$ cat src/rtl/mem_arbiter.sv
// mem_arbiter: shares one 4x16 register-file memory (mem8x16) between port A
// (CPU load/store) and port B (debug/loader) with round-robin arbitration.
// Latency: in-range access acks 2 cycles after the request is sampled, out-of-range acks after 1.
// Backpressure: requesters hold X_req until X_ack; a losing request stays pending and is served next.
//
// Ports:
//   clkp, rstp                     clock (also the memory clock), async active-high reset
//   a_req/a_we/a_addr/a_wdata      port A request, held stable until a_ack
//   a_ack/a_err/a_rdata            port A one-cycle completion, range error, read data
//   b_*                            port B, same as port A
//   mem_cs/mem_we/mem_addr/mem_din memory controls, launched on the falling clkp edge
//   mem_dout                       memory read data, latched in the memory while cs & ~we
//   busy                           high whenever the sequencer is not idle
module mem_arbiter #(
    parameter int DW    = 16,
    parameter int AW    = 3,
    parameter int DEPTH = 4
) (
    input  logic          clkp,
    input  logic          rstp,
    // port A
    input  logic          a_req,
    input  logic          a_we,
    input  logic [AW-1:0] a_addr,
    input  logic [DW-1:0] a_wdata,
    output logic          a_ack,
    output logic          a_err,
    output logic [DW-1:0] a_rdata,
    // port B
    input  logic          b_req,
    input  logic          b_we,
    input  logic [AW-1:0] b_addr,
    input  logic [DW-1:0] b_wdata,
    output logic          b_ack,
    output logic          b_err,
    output logic [DW-1:0] b_rdata,
    // memory side
    output logic          mem_cs,
    output logic          mem_we,
    output logic [AW-1:0] mem_addr,
    output logic [DW-1:0] mem_din,
    input  logic [DW-1:0] mem_dout,
    // status
    output logic          busy
);

    typedef enum logic [1:0] {
        ST_IDLE   = 2'd0,
        ST_ACCESS = 2'd1,
        ST_RESP   = 2'd2
    } state_t;

    // Port identifiers used for the grant and round-robin history.
    localparam logic PORT_A = 1'b0;
    localparam logic PORT_B = 1'b1;

    // One extra bit so the range compare works for any DEPTH up to 2**AW.
    localparam logic [AW:0] LP_DEPTH = (AW+1)'(DEPTH);

    // ------------------------------------------------------------------
    // State and captured request
    // ------------------------------------------------------------------
    state_t        r_state;
    state_t        w_state_nxt;

    logic          r_last;      // port granted most recently
    logic          r_gnt;       // port owning the current access
    logic          r_we;
    logic [AW-1:0] r_addr;
    logic [DW-1:0] r_wdata;
    logic          r_err;
    logic [DW-1:0] r_a_rdata;
    logic [DW-1:0] r_b_rdata;

    // Negedge-launched memory controls
    logic          r_mem_cs;
    logic          r_mem_we;
    logic [AW-1:0] r_mem_addr;
    logic [DW-1:0] r_mem_din;

    // Arbitration result for the current IDLE cycle
    logic          w_grant;
    logic          w_win_b;
    logic          w_sel_we;
    logic [AW-1:0] w_sel_addr;
    logic [DW-1:0] w_sel_wdata;
    logic          w_oor;

    // ------------------------------------------------------------------
    // Arbitration: a lone requester wins; on a tie the port that was not
    // granted last time wins, so continuous contention alternates A, B.
    // ------------------------------------------------------------------
    always_comb begin
        w_win_b     = b_req && (!a_req || (r_last == PORT_A));
        w_sel_we    = w_win_b ? b_we    : a_we;
        w_sel_addr  = w_win_b ? b_addr  : a_addr;
        w_sel_wdata = w_win_b ? b_wdata : a_wdata;
        w_oor       = ({1'b0, w_sel_addr} >= LP_DEPTH);
    end

    // ------------------------------------------------------------------
    // Next-state logic
    // ------------------------------------------------------------------
    always_comb begin
        w_state_nxt = r_state;
        w_grant     = 1'b0;
        case (r_state)
            ST_IDLE: begin
                if (a_req || b_req) begin
                    w_grant = 1'b1;
                    // Out-of-range requests skip the memory cycle entirely.
                    w_state_nxt = w_oor ? ST_RESP : ST_ACCESS;
                end
            end
            ST_ACCESS: w_state_nxt = ST_RESP;
            ST_RESP:   w_state_nxt = ST_IDLE;
            default:   w_state_nxt = ST_IDLE;
        endcase
    end

    // ------------------------------------------------------------------
    // State register, request capture and read-data return
    // ------------------------------------------------------------------
    always_ff @(posedge clkp or posedge rstp) begin
        if (rstp) begin
            r_state   <= ST_IDLE;
            r_last    <= PORT_B;   // so A wins the first tie
            r_gnt     <= PORT_A;
            r_we      <= 1'b0;
            r_addr    <= '0;
            r_wdata   <= '0;
            r_err     <= 1'b0;
            r_a_rdata <= '0;
            r_b_rdata <= '0;
        end else begin
            r_state <= w_state_nxt;

            if (w_grant) begin
                r_last  <= w_win_b;
                r_gnt   <= w_win_b;
                r_we    <= w_sel_we;
                r_addr  <= w_sel_addr;
                r_wdata <= w_sel_wdata;
                r_err   <= w_oor;
                // A rejected access returns zero data alongside the error.
                if (w_oor) begin
                    if (w_win_b) begin
                        r_b_rdata <= '0;
                    end else begin
                        r_a_rdata <= '0;
                    end
                end
            end

            // The posedge ending ACCESS is the read-capture edge; mem_dout
            // has been stable since the preceding falling edge.
            if ((r_state == ST_ACCESS) && !r_we) begin
                if (r_gnt == PORT_B) begin
                    r_b_rdata <= mem_dout;
                end else begin
                    r_a_rdata <= mem_dout;
                end
            end
        end
    end

    // ------------------------------------------------------------------
    // Memory controls are launched on the falling edge so that cs/we only
    // move while clkp is low; the memory's clk & we & cs term therefore
    // cannot glitch. cs covers exactly the negedge-to-negedge window that
    // contains the posedge ending ACCESS.
    // ------------------------------------------------------------------
    always_ff @(negedge clkp or posedge rstp) begin
        if (rstp) begin
            r_mem_cs   <= 1'b0;
            r_mem_we   <= 1'b0;
            r_mem_addr <= '0;
            r_mem_din  <= '0;
        end else begin
            r_mem_cs   <= (r_state == ST_ACCESS);
            r_mem_we   <= (r_state == ST_ACCESS) && r_we;
            r_mem_addr <= r_addr;
            r_mem_din  <= r_wdata;
        end
    end

    // ------------------------------------------------------------------
    // Outputs
    // ------------------------------------------------------------------
    assign a_ack    = (r_state == ST_RESP) && (r_gnt == PORT_A);
    assign b_ack    = (r_state == ST_RESP) && (r_gnt == PORT_B);
    assign a_err    = a_ack && r_err;
    assign b_err    = b_ack && r_err;
    assign a_rdata  = r_a_rdata;
    assign b_rdata  = r_b_rdata;

    assign mem_cs   = r_mem_cs;
    assign mem_we   = r_mem_we;
    assign mem_addr = r_mem_addr;
    assign mem_din  = r_mem_din;

    assign busy     = (r_state != ST_IDLE);

    // ------------------------------------------------------------------
    // Protocol properties
    // ------------------------------------------------------------------
    // Acks are exclusive between the ports.
    assert property (@(posedge clkp) disable iff (rstp) !(a_ack && b_ack));

    // A rejected request never reaches the memory cycle.
    assert property (@(posedge clkp) disable iff (rstp)
                     (r_state == ST_ACCESS) |-> !r_err);

    // RESP lasts exactly one cycle, so an ack is never stretched.
    assert property (@(posedge clkp) disable iff (rstp)
                     (r_state == ST_RESP) |=> (r_state == ST_IDLE));

endmodule

$ cat config.mk
export PLATFORM = sky130hd
export DESIGN_NAME = mem_arbiter
export DESIGN_NICKNAME = d
export VERILOG_FILES = /design/src/rtl/mem_arbiter.sv
export SDC_FILE = /design/constraint.sdc
export NUM_CORES = 1
export LEC_CHECK = 0
export BUFFER_PORTS_ARGS = -buffer_cell sky130_fd_sc_hd__buf_2
export CORE_MARGIN = 3
export CORE_UTILIZATION = 48
export DETAILED_ROUTE_END_ITERATION = 10
export GPL_ROUTABILITY_DRIVEN = 0
export PLACE_DENSITY = 0.79
export SKIP_CTS_REPAIR_TIMING = 1
export SKIP_LAST_GASP = 1
export SYNTH_ARGS = -nofsm -noshare
export SYNTH_HDL_FRONTEND = slang
export SYNTH_SLANG_ARGS = --single-unit
$ cat constraint.sdc
create_clock -name clkp -period 2.6 [get_ports clkp]
set_input_delay 0.26 -clock clkp [delete_from_list [all_inputs] [get_ports clkp]]
set_output_delay 0.26 -clock clkp [all_outputs]
set_load 0.02 [all_outputs]
==> summary.txt <==
Drt via density: 5.15
CORE AREA: 6030 um2
Worst Hold Endpoint: r_last$_DFFE_PP1N_
Die width: 85.8 um
Die area: 7360 um2
Global Route met2 Usage: 33.7%
Mean Syn Cell Area: 9.95 um2
Congestion Overflow GR: 0
Drt total wl: 7210 um
Number of global-route vias before repair: 2565
Top cell type's share of synthesized area: 45.9%
Synth top area cells: dfrtp_1, dfrtn_1, nand2_1
CP delay by family, top: flip-flops
Endpoints failing hold: 0
Die H: 85.8 um
Largest net degree at the start of global routing: 36
Worst Hold Depth: 2
FF-to-FF End: mem_we$_DFF_NP0_
Sink Count: 78
Synth-to-Final Area Change: 27.6%
Boundary Pins: 118
Max Transition Viols Final: 0
Async SR Flop Fraction: 100%
Critical Path RT: 2340 ps
Clock power share: 20.9%
Synth warn: 0
Least-Margin Pin Slew: 1120 ps
Synth top cells by count: nand2_1, dfrtp_1, a21oi_1
Routing usage on met3: 6.92%
Critical path fanouts, max: 1
DR WL/cell: 14.5 um
Core Rows: 28
Most frequent cell after synthesis: nand2_1
Main synth FF type: dfrtp_1
Router iterations before antenna repair: 4
Post-synth EDFFs: 0
Clock transition at the registers of the reported paths: 80 ps
Slowest stage delay, CP: 400 ps
R2r worst-path depth: 2
Nets: 478
# Max-Cap Violations: 0
Global-route total usage across every layer: 20.9%
RSZ-0062 raised after global routing: false
Setup WS post-layout: 146 ps
Post-synthesis cell area: 3060 um2
DR iter-0 viols: 90
Hold Crit Class: primary input to flip-flop
Crit-path cells: buf_2
Net Switching: 1.81 mW
Setup TNS Final: 0 ps
TritonCTS clock tree: yes
Hold wc startpoint: a_req
Seq/Total Area, Yosys: 63.9%
Longest Clk Path Bufs: 2
Worst r2r src: r_state[1]$_DFFE_PP0P_
Sw frac: 38.4%
H-tree depth: 3
Post-synthesis cell type count: 32
Port Buf Inserts: 117
First-pass GRT wire length: 12000 um
Share of power burned in registers: 43.8%
Yosys reg bits: 78
Busiest grt layer: met2
Leading area contributor after synthesis: dfrtp_1
DR vias: 2565
Worst setup slack after placement: 302 ps
Worst path bufs/invs: 1
Antenna Cells: 0
Post-Syn Nets: 367
Leakage power: 1.94 nW
Internal Power: 2.90 mW
CP Capture Type: output port
Number of CTS-inserted buffers: 9
IR drop worst, VDD: 622 uV
Clock skew: 16.7 ps
Root Driver: clkbuf_8
Antenna violations before repair: 0
Remaining antenna violation count: 0
CP Class: flip-flop to output port
Reg-to-reg setup timing slack: 290 ps
Comb power frac: 35.3%
Critical path arrival: 2190 ps
Power Density: 1210 nW/um2
Dpl hpwl: 5060 um
Initial core utilization: 50.7%
Layout cells sized above 1: 33.6%
CP max-delay cell: dfrtn_1
GR Util met1: 26.1%
Slew headroom: 25.1%
Final count of negative-setup-slack endpoints: 0
Status: finished clean
Mapped Cells: 307
Detailed-route DRC error count: 0
Clk_lat worst skew: 340 ps
Setup crit start kind: flip-flop
state kept, by name (all words and copies together) (netlist names):
signal,cells
r_addr,3
mem_din,16
mem_cs,1
r_we,1
r_err,1
r_gnt,1
r_wdata,16
a_rdata,16
r_state,2
mem_we,1
b_rdata,16
r_last,1
mem_addr,3
per-layer routing:
| layer | part of all wire [%] | vias up | wire length [um] |
|---|---|---|---|
| met1 | 42 | 1180 | 3000 |
| met3 | 11 | 11 | 795 |
| met2 | 46 | 131 | 3290 |
| li1 | - | 1243 | - |
| met5 | 0 | - | 0 |
| met4 | 1.7 | 0 | 120 |
final cells by class:
class,count,area [um2]
Clock buffer,12,145
Clock inverter,4,70.1
Fill cell,509,2130
Inverter,3,15.0
Multi-Input combinational cell,204,985
Sequential cell,78,1950
Tap cell,75,93.8
Timing Repair Buffer,122,638
worst max-delay path by stage:
stage | from | to | slack [ps] | depth (start not counted)
2_1_floorplan | rstp | mem_addr[0]$_DFF_NP0_ | 250 | 1
3_3_place_gp | r_state[1]$_DFFE_PP0P_ | mem_we$_DFF_NP0_ | 330 | 2
3_5_place_dp | r_state[1]$_DFFE_PP0P_ | mem_we$_DFF_NP0_ | 300 | 2
4_1_cts | mem_din[1]$_DFF_NP0_ | mem_din[1] | 140 | 1
5_1_grt | mem_din[11]$_DFF_NP0_ | mem_din[11] | 120 | 1
6_report | mem_din[11]$_DFF_NP0_ | mem_din[11] | 150 | 1
per-stage QoR:
step | std cells | total power, mW | hold slack [ps] | util, % | instance area [um2]
6_report | 498 | 4.71 | 123 | 64.7 | 3900
5_1_grt | 498 | 5.00 | 137 | 64.7 | 3900
3_5_place_dp | 481 | 3.76 | 240 | 61.0 | 3670
2_1_floorplan | 307 | 3.13 | 323 | - | 3060
3_3_place_gp | 481 | 3.70 | 234 | 61.0 | 3670
4_1_cts | 497 | 4.75 | -139 | 64.6 | 3890
power by group through the flow:
stage | clock network, mW | logic, mW | registers (mW)
6_report | 0.984 | 1.66 | 2.06
5_1_grt | 1.05 | 1.82 | 2.13
4_1_cts | 1.00 | 1.68 | 2.06
3_5_place_dp | 0 | 1.68 | 2.08
3_3_place_gp | 0 | 1.64 | 2.05
2_1_floorplan | 0 | 0.642 | 2.49
cells in the final DEF, fill, tap and decap left out, drive strengths merged, types with 2 or more instances in the layout:
master | synthesis | final
a31oi | 21 | 21
o21ai | 32 | 32
nor2 | 3 | 3
dfrtn | 21 | 21
inv | 3 | 2
buf | 10 | 121
clkinv | 0 | 2
and2 | 5 | 5
dfrtp | 56 | 56
clkbuf | 12 | 12
bufinv | 0 | 2
nand2 | 104 | 104
a21oi | 25 | 25
cells by family (layout without fill, tap and decap cells):
| group | count (synthesis) | in the layout | synth area share (%) |
|---|---|---|---|
| buffers and inverters | 25 | 141 | 3.85 |
| AND/OR/NAND/NOR | 122 | 122 | 17.5 |
| AO/OA/AOI/OAI | 81 | 81 | 14.4 |
| multiplexers | 1 | 1 | 0.328 |
| flip-flops | 78 | 78 | 63.9 |
Note: power is estimated with default switching activity, not from simulation.
